**config.mk**
```make
export PLATFORM = sky130hd
export DESIGN_NAME = reset_gwe_seq
export DESIGN_NICKNAME = d
export VERILOG_FILES = /design/src/rtl/reset_gwe_seq.sv
export SDC_FILE = /design/constraint.sdc
export NUM_CORES = 1
export LEC_CHECK = 0
export ABC_AREA = 0
export CORE_MARGIN = 3
export CORE_UTILIZATION = 29
export CTS_CLUSTER_DIAMETER = 40
export CTS_CLUSTER_SIZE = 12
export DETAILED_ROUTE_END_ITERATION = 7
export HOLD_SLACK_MARGIN = 0.1
export SLEW_MARGIN = 10
export SYNTH_ARGS = -nofsm -noshare
export SYNTH_HDL_FRONTEND = slang
export SYNTH_SLANG_ARGS = --single-unit
```
**constraint.sdc**
```tcl
create_clock -name clk_16MHz -period 1.72 [get_ports clk_16MHz]
set_input_delay 0.344 -clock clk_16MHz [delete_from_list [all_inputs] [get_ports clk_16MHz]]
set_output_delay 0.344 -clock clk_16MHz [all_outputs]
set_load 0.01 [all_outputs]
```
**src/rtl/reset_gwe_seq.sv**
```systemverilog
// reset_gwe_seq: lock-gated reset sequencer emitting a divided global write enable with run/single-step control
module reset_gwe_seq #(
  parameter int DIV  = 8,
  parameter int HOLD = 16
) (
  input  logic                   clk_16MHz,
  input  logic                   reset,
  input  logic                   dcm_locked,
  input  logic                   run_sw,
  input  logic                   step_btn,
  output logic                   gwe,
  output logic                   proc_rst,
  output logic [$clog2(DIV)-1:0] phase,
  output logic [1:0]             state
);
  localparam int PW = $clog2(DIV);
  localparam int HW = HOLD > 1 ? $clog2(HOLD) : 1;
  typedef enum logic [1:0] {WAIT_LOCK = 2'd0, HOLD_RST = 2'd1, RUN = 2'd2, STEP = 2'd3} state_t;
  state_t st, st_n;
  logic [2:0] sync_1, sync_2;
  logic step_d, pend, pend_n, gwe_n, proc_rst_n;
  logic [HW-1:0] hold_cnt, hold_n;
  logic lock_s, run_s, step_rise, tick, lost;
  assign lock_s    = sync_2[2];
  assign run_s     = sync_2[1];
  assign step_rise = sync_2[0] & ~step_d;
  assign tick      = phase == PW'(DIV - 1);
  assign lost      = !lock_s && st != WAIT_LOCK;
  assign state     = st;
  always_ff @(posedge clk_16MHz or posedge reset)
    if (reset) begin
      sync_1 <= '0;
      sync_2 <= '0;
      step_d <= 1'b0;
    end else begin
      sync_1 <= {dcm_locked, run_sw, step_btn};
      sync_2 <= sync_1;
      step_d <= sync_2[0];
    end
  // proc_rst follows the current state, so the final hold pulse still sees reset asserted
  always_comb begin
    st_n       = st;
    hold_n     = hold_cnt;
    pend_n     = 1'b0;
    gwe_n      = 1'b0;
    proc_rst_n = lost || st == WAIT_LOCK || st == HOLD_RST;
    if (lost)
      st_n = WAIT_LOCK;
    else
      case (st)
        WAIT_LOCK: if (tick && lock_s) begin
          st_n   = HOLD_RST;
          hold_n = HW'(HOLD - 1);
        end
        HOLD_RST: if (tick) begin
          gwe_n  = 1'b1;
          st_n   = hold_cnt == '0 ? (run_s ? RUN : STEP) : HOLD_RST;
          hold_n = hold_cnt == '0 ? hold_cnt : hold_cnt - 1'b1;
        end
        RUN: if (tick) begin
          gwe_n = run_s;
          st_n  = run_s ? RUN : STEP;
        end
        STEP: begin
          pend_n = tick ? !pend && step_rise : pend | step_rise;
          gwe_n  = tick && pend;
          st_n   = tick && run_s ? RUN : STEP;
        end
      endcase
  end
  always_ff @(posedge clk_16MHz or posedge reset)
    if (reset) begin
      st       <= WAIT_LOCK;
      phase    <= '0;
      gwe      <= 1'b0;
      proc_rst <= 1'b1;
      hold_cnt <= '0;
      pend     <= 1'b0;
    end else begin
      st       <= st_n;
      phase    <= phase + 1'b1;
      gwe      <= gwe_n;
      proc_rst <= proc_rst_n;
      hold_cnt <= hold_n;
      pend     <= pend_n;
    end
endmodule

```
==> results.md, run 1 <==
* Status: complete, no violations
* Worst Path Max Fanout at 3
* Site row count at 18
* Reg clk slew, reported paths at 110 ps
* Final worst setup slack at 131.8 ps
* Routability congestion estimate at 0.7725
* Slew Viols, Final at 0
* Final min period at 1588 ps
* Sequential Area at 479.2 um2
* Power per Cell Area at 719.1 nW/um2
* Fin crit share at 0.9233
* Critical Path RT at 1380 ps
* Total leakage power at 0.4474 nW
* Largest delay contributor family on the critical path: buffers and inverters
* First-iteration detailed-routing DRC count at 2
* Synthesized area at 840.8 um2
* DR DRC count at 0
* TritonCTS clock tree: built
* HP Class: primary input to asynchronous set/reset pin
* Initial core utilization at 0.3218
* P&R area growth vs syn at 20.83%
* Final setup vio count at 0
* Max Cap Viol at 0
* Initial antenna violation count at 0
* # H-tree levels at 1
* Diodes inserted at 0
* Fin Hold WS at 240.0 ps
* Crit path launch: phase[2]
* Router iterations before antenna repair at 3
* Commonest non-fill, non-tap cell in the layout: dfrtp_1
* RSZ-0062 raised after global routing: false
* Power share of the combinational group at 0.049
* # hold bufs at CTS at 0
* Ports at 12
* Sequential area share after synthesis at 0.5670
* Internal power at roughly 0.56 mW
* R2r endpoint: state[0]
* CTS buffer count at 3
* Worst Path Buf+Inv at 1
* Max incr delay on CP at around 550 ps
* Multi-input logic area at between 300 and 400 um2
* Crit path kind: flop to output pin
* Total die area at 3581 um2
* Crit start category: flop
* Cells along the critical path: clkdlybuf4s50_1
* Fmax at 629.7 MHz
* Later-pin clock latency in the skew report at ~300 ps
* Core ar. at 2613 um2
* Switch share at 0.2275
* Setup_tns at 0 ps
* Largest net degree at the start of global routing at 15
* Vias post-DR at 524
* Worst slew pin tran at between 300 and 400 ps
* Crit path DAT at 1240 ps
* Synth cell types at 29
* Vias per cell at 4.721
* Global Route met2 Usage at 0.1296
* Worst reg-to-reg setup slack at 140 ps
* GRT Util Overall at 0.08785
* Worst setup EP type: output pin
* Fill cell count at 263
* Hold Fails Final Rpt at 0
* VDD IR-drop max at 588.2 uV
* GR Layer Usage met1 at 0.1093
* Slew HR at 0.7605
* WL final at 1.246 mm
* Share of cells above drive strength 1 at 0.1728
* GR Layer Usage met3 at 0.05400
* HPWL Detailed at a little under 1 mm
* Commonest cells after routing, fill and taps aside: dfrtp_1, clkdlybuf4s50_1, inv_1, nand2_1, ha_1
* Busiest metal layer after global routing: met2
* #FFs+latches synth at 19
* Switching Power at around 0.17 mW
* Syn nets at 77
* Final net count at 92
* Synthesized instance count at 67
* Synth Area per Inst at 12.55 um2
* Grt ovf at 0
* First-pass GRT wire length at 2.325 mm
* CTS root buffer: clkbuf_4
* Worst R2R Start: phase[0]
* DRT antenna net count at 0
* # clock sinks at 19
* Vias in the first global route at 528
* Die height at roughly 60 um
* PortBufs at 11
* Worst reg2reg path depth at 5
* Sequential share of power at 0.638
* Crit-path slowest cell: clkdlybuf4s50_1
* Routed wire per std cell at 11.23 um
* Setup Skew at 5.753 ps
* DP Worst Slack at 59.56 ps
* YS warnings at 0
* Die span in x at 59.85 um
* Max Root-Sink Buffers at 2
* Clock power frac at 0.312
[Yosys cell counts (all sizes together)]
cell type / instances / share of area
a211o: 1 / 0.010
a21oi: 1 / 0.0059
a22oi: 1 / 0.0089
a31oi: 1 / 0.0074
and2: 1 / 0.0074
buf: 3 / 0.028
dfrtp: 18 / 0.54
dfstp: 1 / 0.031
ha: 5 / 0.074
inv: 5 / 0.022
mux2i: 3 / 0.051
nand2: 4 / 0.018
nand2b: 2 / 0.015
nand4: 1 / 0.0074
nor2: 3 / 0.013
nor2b: 3 / 0.022
nor3b: 2 / 0.030
nor4: 1 / 0.015
o211a: 1 / 0.012
o21ai: 2 / 0.012
o22ai: 1 / 0.0074
o311a: 1 / 0.012
o31a: 2 / 0.021
o31ai: 2 / 0.018
or2: 1 / 0.0074
or3: 1 / 0.0074
[layer usage]
layer | vias to the layer above | share of wire | wire length, um
li1 | 262 | - | -
met1 | 244 | 0.47 | 588
met2 | 16 | 0.42 | 520
met3 | 2 | 0.098 | 122
met4 | 0 | 0.011 | 14
met5 | - | 0 | 0
[through the flow]
step                      total power, mW  area (um2)  cells    util
after detailed placement           0.5135       972.2    106  0.3721
after CTS                          0.7489        1003    110  0.3841
after floorplan                    0.4959       840.8     67       -
after global routing               0.7741        1016    111  0.3889
final                              0.7306        1016    111  0.3889
after global placement             0.5125       972.2    106  0.3721
[power groups by stage]
stage | Sequential [mW] | Combinational (mW) | Clock [mW]
floorplan | 0.471 | 0.0251 | 0
global placement | 0.474 | 0.0380 | 0
detailed placement | 0.475 | 0.0384 | 0
CTS | 0.467 | 0.0377 | 0.245
global route | 0.469 | 0.0417 | 0.264
finish | 0.466 | 0.0361 | 0.228
[sequential cells by signal, summed over array words and instances (netlist names)]
register / cells
pend: 1
hold_cnt: 4
state: 2
proc_rst: 1
phase: 3
step_d: 1
sync_1: 3
gwe: 1
sync_2: 3
[cell type report]
| type | instances | area share |
|---|---|---|
| Tap cell | 30 | 0.03695 |
| Clock inverter | 1 | 0.007389 |
| Timing Repair Buffer | 13 | 0.1244 |
| Sequential cell | 19 | 0.4717 |
| Clock buffer | 3 | 0.02217 |
| Multi-Input combinational cell | 40 | 0.3190 |
| Inverter | 5 | 0.01847 |
[logic make-up after synthesis]
logic type               count (synthesis)  synth area share
flip-flops                              19            0.5670
adder cells (fa/ha/maj)                  5           0.07440
buffers and inverters                    8           0.05059
AO/OA/AOI/OAI                           13            0.1146
AND/OR/NAND/NOR                         19            0.1429
multiplexers                             3           0.05059
[worst max path at each step]
stage | cells after the start | end | slack, ps
floorplan | 6 | state[0] | 80
global placement | 5 | state[0] | 90
detailed placement | 5 | state[0] | 60
CTS | 1 | proc_rst | 20
global route | 5 | state[0] | 10
finish | 1 | phase[2] | 130
[repair_timing]
item	4_1_cts	5_1_grt
gates resized for setup	3	2
setup buffers	0	1
setup endpoints to repair	2	5
(Power assumes the default switching activity.)
==> inputs of run 2 (changes only) <==
==> constraint.sdc (replaced) <==
create_clock -name clk_16MHz -period 1.65 [get_ports clk_16MHz]
set_input_delay 0.33 -clock clk_16MHz [delete_from_list [all_inputs] [get_ports clk_16MHz]]
set_output_delay 0.33 -clock clk_16MHz [all_outputs]
set_load 0.01 [all_outputs]
==> run 2 against run 1 <==
Cell area up 4.2%. First-iteration DRC count grew to 4.0 times the previous value. Routed wire length is 16% higher.
==> results.md, run 2 (synthesis gave the netlist of run 1 again) <==
* Status: complete, no violations
* VDD IR-drop max at 404.9 uV
* # hold bufs at CTS at 0
* First-iteration detailed-routing DRC count at 8
* P&R area growth vs syn at 25.89%
* Worst slew pin tran at 351.9 ps
* Grt ovf at 0
* Worst Path Max Fanout at 3
* GRT Util Overall at 0.09821
* Max Root-Sink Buffers at 2
* Fmax at 636.5 MHz
* Slew HR at 0.7644
* CTS root buffer: clkbuf_4
* Vias in the first global route at between 500 and 600
* Setup_tns at 0 ps
* Crit start category: flop
* Router iterations before antenna repair at 4
* Max reg flops at 4
* Total leakage power at 0.4760 nW
* Core ar. at between 2000 and 3000 um2
* Later-pin clock latency in the skew report at 290 ps
* HPWL Detailed at approximately 1.1 mm
* TritonCTS clock tree: built
* # clock sinks at 19
* Die height at 59.85 um
* Fin crit share at 0.9522
* # H-tree levels at 1
* Initial antenna violation count at 0
* Cells along the critical path: clkdlybuf4s50_1
* RSZ-0062 raised after global routing: false
* Share of cells above drive strength 1 at 0.2353
* Cell depth of the worst setup path at 1
* Final setup vio count at 0
* Routed wire per std cell at roughly 13 um
* Hold Fails Final Rpt at 0
* Largest delay contributor family on the critical path: buffers and inverters
* Worst setup EP type: output pin
* HP Class: primary input to asynchronous set/reset pin
* Crit path kind: flop to output pin
* Crit path DAT at 1240 ps
* Site row count at 18
* Critical Path RT at 1320 ps
* WL final at roughly 1.5 mm
* Commonest non-fill, non-tap cell in the layout: dfrtp_1
* Diodes inserted at 0
* Worst Path Buf+Inv at 1
* Fill cell count at 254
* Initial core utilization at 0.3218
* Die span in x at 59.85 um
* DRT antenna net count at 0
* Total die area at between 3000 and 4000 um2
* R2r endpoint: state[0]
* Crit-path slowest cell: clkdlybuf4s50_1
* Worst R2R Start: phase[0]
* Routability congestion estimate at 0.8388
* Power per Cell Area at ~720 nW/um2
* Ports at 12
* Vias post-DR at 535
* Largest net degree at the start of global routing at 11
* Reg clk slew, reported paths at roughly 110 ps
* Worst reg-to-reg setup slack at around 100 ps
* Commonest cells after routing, fill and taps aside: dfrtp_1, clkdlybuf4s50_1, buf_4, inv_1, nand2_1
* Max incr delay on CP at 550 ps
* Vias per cell at ~4.7
* Most flop-heavy register: hold_cnt
* First-pass GRT wire length at 2.559 mm
* PortBufs at 11
* Fin Hold WS at 243.5 ps
* Worst reg2reg path depth at 5
* Final net count at between 90 and 100
* Slew Viols, Final at 0
* DR DRC count at 0
* Max Cap Viol at 0
* Final min period at 1571 ps
* CTS buffer count at 3
* Setup Skew at 2.181 ps
-- run 2: worst max path at each step --
| stage | startpoint | endpoint | slack (ps) |
|---|---|---|---|
| final | phase[0] | phase[0] | 80 |
| after global routing | phase[0] | hold_cnt[2] | 7 |
| after CTS | phase[0] | state[0] | 20 |
| after detailed placement | phase[0] | state[0] | -7 |
| after global placement | phase[0] | state[0] | 80 |
| after floorplan | phase[0] | state[0] | 10 |
-- run 2: metrics by stage --
stage | setup WS, ps | instance area, um2 | util | power [mW] | instances
final | 78.91 | 1059 | 0.4052 | 0.7629 | 115
after global routing | 6.547 | 1059 | 0.4052 | 0.8048 | 115
after CTS | 17.44 | 1037 | 0.3970 | 0.7755 | 115
after detailed placement | -6.994 | 987.2 | 0.3779 | 0.5373 | 108
after global placement | 78.60 | 987.2 | 0.3779 | 0.5355 | 108
after floorplan | 13.51 | 840.8 | - | 0.5170 | 67
-- run 2: power breakdown --
group,total (mW),switching (mW),internal (mW),leakage [nW]
clock,0.234,0.140,0.0939,0.0150
combinational,0.0462,0.0229,0.0233,0.246
sequential,0.483,0.00602,0.477,0.215
total,0.763,0.169,0.594,0.476
-- run 2: routing by layer --
layer | wire length, um | GRT usage
met5 | 0 | 0
met3 | 96 | 0.03240
met4 | 17 | 0.04747
met1 | 673 | 0.1270
met2 | 663 | 0.1466
-- run 2: what timing repair did --
item	4_1_cts	5_1_grt
setup endpoints to repair	4	5
resized for setup	3	6
cloned	0	0
buffers inserted	3	0
-- run 2: area by class of cell --
class,instances,area (um2),area share
clock buffers,4,26.28,0.02482
inverters,5,18.77,0.01773
multi-input cells,40,339.1,0.3203
flip-flops and latches,19,480.5,0.4539
well taps,30,37.54,0.03546
repair buffers,17,156.4,0.1478
